==> src/rtl/time_set_ctrl.sv <==
// time_set_ctrl: push-button time-setting sequencer for an HH:MM:SS clock.
// Conditions two raw buttons (2-FF sync + debounce + rising-edge press),
// walks RUN -> SET_HOUR -> SET_MIN -> COMMIT, edits a shadow hour/minute and
// issues a one-cycle load strobe so the clock counter restarts at HH:MM:00.
// Optional feature macro: AUTO_REPEAT_EN (hold INC to auto-increment).
// Ports:
//   clk        system clock, rising edge
//   reset      synchronous active-low reset
//   sec_pulse  1-clk once-per-second strobe
//   btn_mode   raw MODE button (async, active-high)
//   btn_inc    raw INC button (async, active-high)
//   cur_min    live minute (0..59)
//   cur_hour   live hour (0..23)
//   clk_en     clock counter enable, low while editing/committing
//   load       1-clk load strobe for load_hour/load_min, seconds = 0
//   load_min   shadow minute
//   load_hour  shadow hour
//   blink      [1]=blank hour digits, [0]=blank minute digits
//   mode       0=RUN 1=SET_HOUR 2=SET_MIN 3=COMMIT
module time_set_ctrl #(
  parameter int unsigned DEBOUNCE_CYCLES = 50000,
  parameter int unsigned REPEAT_DELAY    = 2
) (
  input  logic       clk,
  input  logic       reset,
  input  logic       sec_pulse,
  input  logic       btn_mode,
  input  logic       btn_inc,
  input  logic [5:0] cur_min,
  input  logic [4:0] cur_hour,
  output logic       clk_en,
  output logic       load,
  output logic [5:0] load_min,
  output logic [4:0] load_hour,
  output logic [1:0] blink,
  output logic [1:0] mode
);

  localparam int unsigned DB_W    = $clog2(DEBOUNCE_CYCLES + 1);
  localparam int unsigned N_BTN   = 2;
  localparam int unsigned MAX_HR  = 23;
  localparam int unsigned MAX_MIN = 59;

  // Parameter sanity: debounce needs at least one sample, repeat delay stays small.
  if (DEBOUNCE_CYCLES < 1 || REPEAT_DELAY > 250) begin : g_bad_param
    $error("time_set_ctrl: illegal DEBOUNCE_CYCLES/REPEAT_DELAY");
  end

  typedef enum logic [1:0] {
    ST_RUN      = 2'd0,
    ST_SET_HOUR = 2'd1,
    ST_SET_MIN  = 2'd2,
    ST_COMMIT   = 2'd3
  } state_e;

  // Button index 0 = MODE, 1 = INC.
  logic [N_BTN-1:0] sync1_q, sync2_q;
  logic [N_BTN-1:0] db_q, db_d, db_prev_q;
  logic [DB_W-1:0]  db_cnt_q [N_BTN];
  logic [DB_W-1:0]  db_cnt_d [N_BTN];

  state_e     state_q, state_d;
  logic [4:0] hour_q, hour_d;
  logic [5:0] min_q, min_d;
  logic       phase_q, phase_d;
  logic       clk_en_q, clk_en_d;
  logic       load_q, load_d;
  logic [1:0] blink_q, blink_d;

  logic mode_press_c, inc_press_c, repeat_c, inc_evt_c, editing_c;

  // Debounce: flip only after DEBOUNCE_CYCLES consecutive samples differ from the held level.
  always_comb begin
    for (int i = 0; i < int'(N_BTN); i++) begin
      db_d[i]     = db_q[i];
      db_cnt_d[i] = '0;
      if (sync2_q[i] != db_q[i]) begin
        if (db_cnt_q[i] == DB_W'(DEBOUNCE_CYCLES - 1)) db_d[i] = sync2_q[i];
        else db_cnt_d[i] = db_cnt_q[i] + DB_W'(1);
      end
    end
  end

  assign mode_press_c = db_q[0] & ~db_prev_q[0];
  assign inc_press_c  = db_q[1] & ~db_prev_q[1];
  assign editing_c    = (state_q == ST_SET_HOUR) || (state_q == ST_SET_MIN);

`ifdef AUTO_REPEAT_EN
  localparam int unsigned RP_W = $clog2(REPEAT_DELAY + 2);
  logic [RP_W-1:0] rep_cnt_q, rep_cnt_d;

  // The first sec_pulse after the press only starts timing (partial second);
  // REPEAT_DELAY full seconds later each sec_pulse acts as an INC press.
  always_comb begin
    rep_cnt_d = rep_cnt_q;
    repeat_c  = 1'b0;
    if (!editing_c || !db_q[1] || mode_press_c) begin
      rep_cnt_d = '0;
    end else if (sec_pulse) begin
      if (rep_cnt_q == RP_W'(REPEAT_DELAY + 1)) repeat_c = 1'b1;
      else rep_cnt_d = rep_cnt_q + RP_W'(1);
    end
  end

  always_ff @(posedge clk) begin
    if (!reset) rep_cnt_q <= '0;
    else        rep_cnt_q <= rep_cnt_d;
  end
`else
  assign repeat_c = 1'b0;
`endif

  assign inc_evt_c = inc_press_c | repeat_c;

  // FSM next state, shadow edits and registered outputs; MODE beats INC.
  always_comb begin
    state_d  = state_q;
    hour_d   = hour_q;
    min_d    = min_q;
    phase_d  = phase_q;
    clk_en_d = (state_q == ST_RUN);
    load_d   = (state_q == ST_COMMIT);
    blink_d  = 2'b00;

    if (state_q != ST_RUN && sec_pulse) phase_d = ~phase_q;

    case (state_q)
      ST_RUN: begin
        if (mode_press_c) begin
          state_d = ST_SET_HOUR;
          hour_d  = (cur_hour > 5'(MAX_HR))  ? 5'd0 : cur_hour;
          min_d   = (cur_min  > 6'(MAX_MIN)) ? 6'd0 : cur_min;
          phase_d = 1'b0;
        end
      end
      ST_SET_HOUR: begin
        blink_d = {phase_q, 1'b0};
        if (mode_press_c)   state_d = ST_SET_MIN;
        else if (inc_evt_c) hour_d  = (hour_q >= 5'(MAX_HR)) ? 5'd0 : hour_q + 5'd1;
      end
      ST_SET_MIN: begin
        blink_d = {1'b0, phase_q};
        if (mode_press_c)   state_d = ST_COMMIT;
        else if (inc_evt_c) min_d   = (min_q >= 6'(MAX_MIN)) ? 6'd0 : min_q + 6'd1;
      end
      ST_COMMIT: state_d = ST_RUN;
      default:   state_d = ST_RUN;
    endcase
  end

  always_ff @(posedge clk) begin
    if (!reset) begin
      sync1_q   <= '0;
      sync2_q   <= '0;
      db_q      <= '0;
      db_prev_q <= '0;
      for (int i = 0; i < int'(N_BTN); i++) db_cnt_q[i] <= '0;
      state_q   <= ST_RUN;
      hour_q    <= '0;
      min_q     <= '0;
      phase_q   <= 1'b0;
      clk_en_q  <= 1'b1;
      load_q    <= 1'b0;
      blink_q   <= 2'b00;
    end else begin
      sync1_q   <= {btn_inc, btn_mode};
      sync2_q   <= sync1_q;
      db_q      <= db_d;
      db_prev_q <= db_q;
      for (int i = 0; i < int'(N_BTN); i++) db_cnt_q[i] <= db_cnt_d[i];
      state_q   <= state_d;
      hour_q    <= hour_d;
      min_q     <= min_d;
      phase_q   <= phase_d;
      clk_en_q  <= clk_en_d;
      load_q    <= load_d;
      blink_q   <= blink_d;
    end
  end

  assign clk_en    = clk_en_q;
  assign load      = load_q;
  assign load_min  = min_q;
  assign load_hour = hour_q;
  assign blink     = blink_q;
  assign mode      = state_q;

endmodule

==> config.mk <==
export PLATFORM = sky130hd
export DESIGN_NAME = time_set_ctrl
export DESIGN_NICKNAME = d
export VERILOG_FILES = /design/src/rtl/time_set_ctrl.sv
export SDC_FILE = /design/constraint.sdc
export NUM_CORES = 1
export LEC_CHECK = 0
export CAP_MARGIN = 25
export CORE_UTILIZATION = 57
export DETAILED_ROUTE_END_ITERATION = 10
export PLACE_DENSITY = 0.84
export SLEW_MARGIN = 20
export SYNTH_ARGS = -nofsm -noshare
export SYNTH_HDL_FRONTEND = slang
export SYNTH_SLANG_ARGS = --single-unit
==> constraint.sdc <==
create_clock -name clk -period 4.5 [get_ports clk]
set_clock_uncertainty 0.05 [all_clocks]
set_input_delay 0.45 -clock clk [delete_from_list [all_inputs] [get_ports clk]]
set_output_delay 0.45 -clock clk [all_outputs]
set_load 0.01 [all_outputs]
======== Yosys cells after proc, flatten, opt, wreduce, memory -nomap -nowiden ========
Memories as Yosys holds them, arrays and structs flattened.
Index checks and enable logic that the tools add are counted.
operators by class
  $add $sub $neg .......................... 4
  magnitude comparators ................... 4
  equal/unequal tests ..................... 14
  muxes and demuxes ....................... 28
  bitwise gates (word level) .............. 7
  reductions and logical operators ........ 10
operator list
  cell                   number
  $mux 16                6
  $add 16x1->16 const B  2
  $eq 16x16->1 const B   2
  $mux 6                 5
  $mux 5                 5
  $ne 2x2->1 const B     6
  $pmux 6 s2             1
  $pmux 5 s2             1
  $pmux 2 s4             1
  $reduce_and 4->1       2
  $add 6x1->6 const B    1
  $ge 6x6->1 const B     1
  $gt 6x6->1 const B     1
  $mux 2                 3
  $reduce_bool 2->1      3
  $add 5x1->5 const B    1
  $ge 5x5->1 const B     1
  $gt 5x5->1 const B     1
  $mux 1                 5
  $eq 2x2->1 const B     2
  $pmux 2 s2             1
  $reduce_and 2->1       2
  $not 1->1              3
  $reduce_and 3->1       1
  7 further kinds        10
word-level totals
  flip-flop bits (word level) ............. 26
  bits in writable memories ............... 32
  bits of input ports ..................... 16
  output and inout bits ................... 17
  word-level logic and storage cells ...... 80
  memories ................................ 1
memory list
  name      words  bits a word  rd ports  clocked after Yosys merged registers in  wr ports  line  text
  db_cnt_q  2      16           2         0                                        2         59    logic [DB_W-1:0] db_cnt_q [N_BTN];

======== Depth between registers and ports, before layout ========
  depth after elaboration ................. 5
  gate-level depth with buffers ........... 7
  gate-level depth less buffers ........... 6

======== Least setup slack after synthesis ========
Ideal clock, no wire load.
  path type ............................... register to register
  start ................................... reg state_q[0] (netlist: mode[0])
  end ..................................... reg min_q[3] (netlist: load_min[3])
  setup time .............................. 120 ps
  arrival time ............................ 1792 ps
  data required time ...................... 4330 ps
  path slack .............................. 2539 ps
  stages on the path, launching flop included .. 8
  buffers on the path ..................... 1
  clock period less this slack ............ 1961 ps
  cells stage by stage .................... dfxtp_1 -> inv_1 -> ha_1 -> nor3b_1 -> a31o_2 -> clkbuf_1 -> nor2_1 -> a211o_1
on the way
  longest elaborated chain between the ends .. 3
  elaborated cells on any way between the ends .. 8
  classes of those cells .................. eq/ne: 4; mux: 1; reduce/logical: 3
RTL lines
  what                                                       line  text
  start, declared                                            62    state_e state_q, state_d;
  start signal, assigned                                     171   state_q <= state_d;
  $logic_not 2->1 *                                          -
  via clk_en_d                                               66    logic clk_en_q, clk_en_d;
  $ne 2x1->1 (no line) or $reduce_bool 2->1 (tied branches)  -
  $reduce_and 4->1 (no line)                                 -
  end signal, assigned                                       173   min_q <= min_d;
  end, declared                                              64    logic [5:0] min_q, min_d;
Mark *: on every way through the listed nets, which the timed path passes. The rest lies on a longest branch.
A chain may end at the register's enable or synchronous reset.

==> metrics.md <==
| Metric | Value |
|---|---|
| Status | complete, no violations |
| Buffers on Ports | 32 |
| Sw Ratio | between 20% and 30% |
| P_leak | about 0.0011 uW |
| Post-synth top cells | 58 x dfxtp_1, 29 x nor2_1, 19 x xnor2_1, 17 x nand2_1 |
| Vias in the first global route | 2,039 |
| Max incr delay on CP | 450 ps |
| Post-CTS sizing | 0 |
| Die area | about 5200 um2 |
| Number of flops mapped to enable cells by yosys | 0 |
| Chip width | around 70 um |
| Synth Flop Type | dfxtp_1 |
| Clock sinks | between 50 and 60 |
| Sequential Area | 1160 um2 |
| Hold-fix buffers at CTS | 0 |
| Combinational Power Share | under 10% |
| Net Sw Power | between 200 and 250 uW |
| Flops & latches, synth | 58 |
| HPWL after DPL | between 3 and 4 mm |
| Minimum clock period | about 2100 ps |
| Clk slew on worst S/H paths | ~60 ps |
| # fillers | 360 |
| Number of setup buffers added after CTS | 0 |
| Crit. End Element | register |
| CTS tree | yes |
| Synth Cell Area | 2790 um2 |
| Hold path cells | 1 |
| Rows | 25 |
| Routed wire length per instance | around 13 um |
| CP startpoint kind | register |
| CTS max path bufs | 2 |
| Worst path top cell family by delay | simple AND/OR/NAND/NOR gates |
| Antenna-violating nets left | 0 |
| Vias | 2,291 |
| Layout Utilization | between 70% and 80% |
| Core Box Area | approximately 4700 um2 |
| Initial antenna violation count | 0 |
| Maximum vdd drop | ~0.16 mV |
| Cells along the critical path | ha_1 > or4bb_1 > or4_4 > nand3_2 > nor2_1 |
| Layout net count | ~360 |
| Worst Setup Path Type | register to register |
| Slew Viols, Final | 0 |
| Worst Hold Class | register to register |
| Slew headroom | 45.7% |
| Slowest cell on crit path | or4_4 |
| Die height | a little over 70 um |
| Final period utilization | 47.5% |
| Synthesized Nets | about 330 |
| Power Density | about 290 nW/um2 |
| Synth warn | 0 |
| Ys async rst share | 0% |
| Drt first-iter violations | between 150 and 200 |
| Remaining global-route overflow | 0 |
| CP Depth | 5 |
| I/O Pins | 33 |
| CTS buffer count | 9 |
| CP bufs+invs | 0 |
| Pre-antenna DRT Iters | 4 |
| Critical path arrival | 2290 ps |
| Clock power frac | a little over two fifths |
| Setup TNS | 0 ps |
| First-pass GRT wire length | roughly 8.9 mm |
| GPL Wtd Cong | ~0.84 |
| Largest net degree at the start of global routing | 26 |
| Final hold viol count | 0 |
| N_diodes | 0 |
| Syn avg cell area | 9.09 um2 |
| Worst hold slack | around 390 ps |
| Cell with the most instances after synthesis | dfxtp_1 |
| Count of final setup violators | 0 |
| Clock root buffer master | clkbuf_8 |
| Crit-path max FO | 15 |
| Sequential area share after synthesis | between 40% and 50% |
| DR vias/cell | between 5 and 6 |
| Multi-input logic area | roughly 1500 um2 |
| Synth top area share | around two fifths |
| H-tree Lvls | 3 |
| Synth-to-Final Area Change | 18.6% |
| Library cells used by synthesis | 55 |
| Drt drc | 0 |
| Fmax | between 0.4 and 0.5 GHz |
| Max Cap Viol | 0 |
| Overall Global Routing Usage | between 20% and 30% |
| Worst slew pin tran | 812 ps |
| Seq pwr share | a little over half |
| RSZ-0062 raised after global routing | no |
| Routed WL | around 5.4 mm |
| Initial Utilization | between 50% and 60% |
| Share of layout cells above drive strength 1 | a little under a tenth |
| Yosys top cell by area | dfxtp_1 |
| Data required, critical path | around 4700 ps |
| Internal | 743 uW |
| Clock Latency Late Sink | about 330 ps |
| Worst r2r path cells | 5 |
| Cells after Synth | a little over 300 |
| Area contributors post-synth | dfxtp_1 42%, xnor2_1 6.0%, nor2_1 3.9% |
-- placed cells by master (no fill, tap or decap), types with 6 or more instances in the layout --
cell,netlist,routed
ha_1,8,8
nor4_1,7,7
nand3_1,16,16
nor2_1,29,29
clkdlybuf4s50_1,0,32
clkbuf_8,0,10
nand4_1,9,9
and2_1,7,7
a21oi_1,12,12
nor3_1,6,6
nand2_1,17,17
xor2_1,11,11
inv_1,16,16
xnor2_1,19,19
nor2_2,10,10
dfxtp_1,58,58
and3_1,6,6
-- power groups by stage --
stage	registers (uW)	clock network [uW]	logic, uW
finish	517	414	31.0
global route	517	447	33.6
CTS	517	420	31.0
detailed placement	528	0	30.9
global placement	528	0	30.2
floorplan	528	0	13.9
-- logic make-up after synthesis --
group                    synth area share [%]
AND/OR/NAND/NOR                          27.7
AO/OA/AOI/OAI                            12.4
buffers and inverters                    4.17
adder cells (fa/ha/maj)                  3.59
multiplexers                             1.08
XOR/XNOR                                 9.42
flip-flops                               41.6
-- flip-flops by register name, indices dropped and copies added, names as in the netlist, 2 cells and up --
signal,cells
db_q,2
mode,2
load_hour,5
sync1_q,2
db_prev_q,2
db_cnt_q,32
load_min,6
sync2_q,2
blink,2
-- stage by stage --
step                      std cells  worst slack, ps  total power [uW]  instance area [um2]
after CTS                       412             2360               968                 3310
after global placement          396             2130               559                 3140
final                           412             2360               962                 3310
after global routing            412             2220               998                 3310
after floorplan                 307             2540               542                 2790
after detailed placement        396             2040               559                 3140
-- worst paths after layout --
kind              slack, ps              end       startpoint
setup / recovery       2360  db_cnt_q[0][19]  db_cnt_q[0][16]
hold / removal          390       sync2_q[1]       sync1_q[1]
setup reg to reg       2360  db_cnt_q[0][19]  db_cnt_q[0][16]
hold reg to reg         390       sync2_q[1]       sync1_q[1]
-- per-layer routing --
| layer | routed length, um | vias to the layer above | track usage, % |
|---|---|---|---|
| li1 | - | 1170 | - |
| met1 | 2600 | 1069 | 28.7 |
| met2 | 2440 | 46 | 34.8 |
| met3 | 256 | 6 | 7.78 |
| met4 | 80 | 0 | 8.71 |
| met5 | 0 | - | 0 |
-- final cells by class --
cell class                 count  area share (%)
multi-input combinational    223            45.7
sequential                    58            35.1
timing repair buffer          32            9.68
clock inverter                 5           0.907
clock buffer                  11            4.27
tap                           67            2.53
inverter                      16            1.81
No activity file was read; power rests on OpenSTA's default activity.
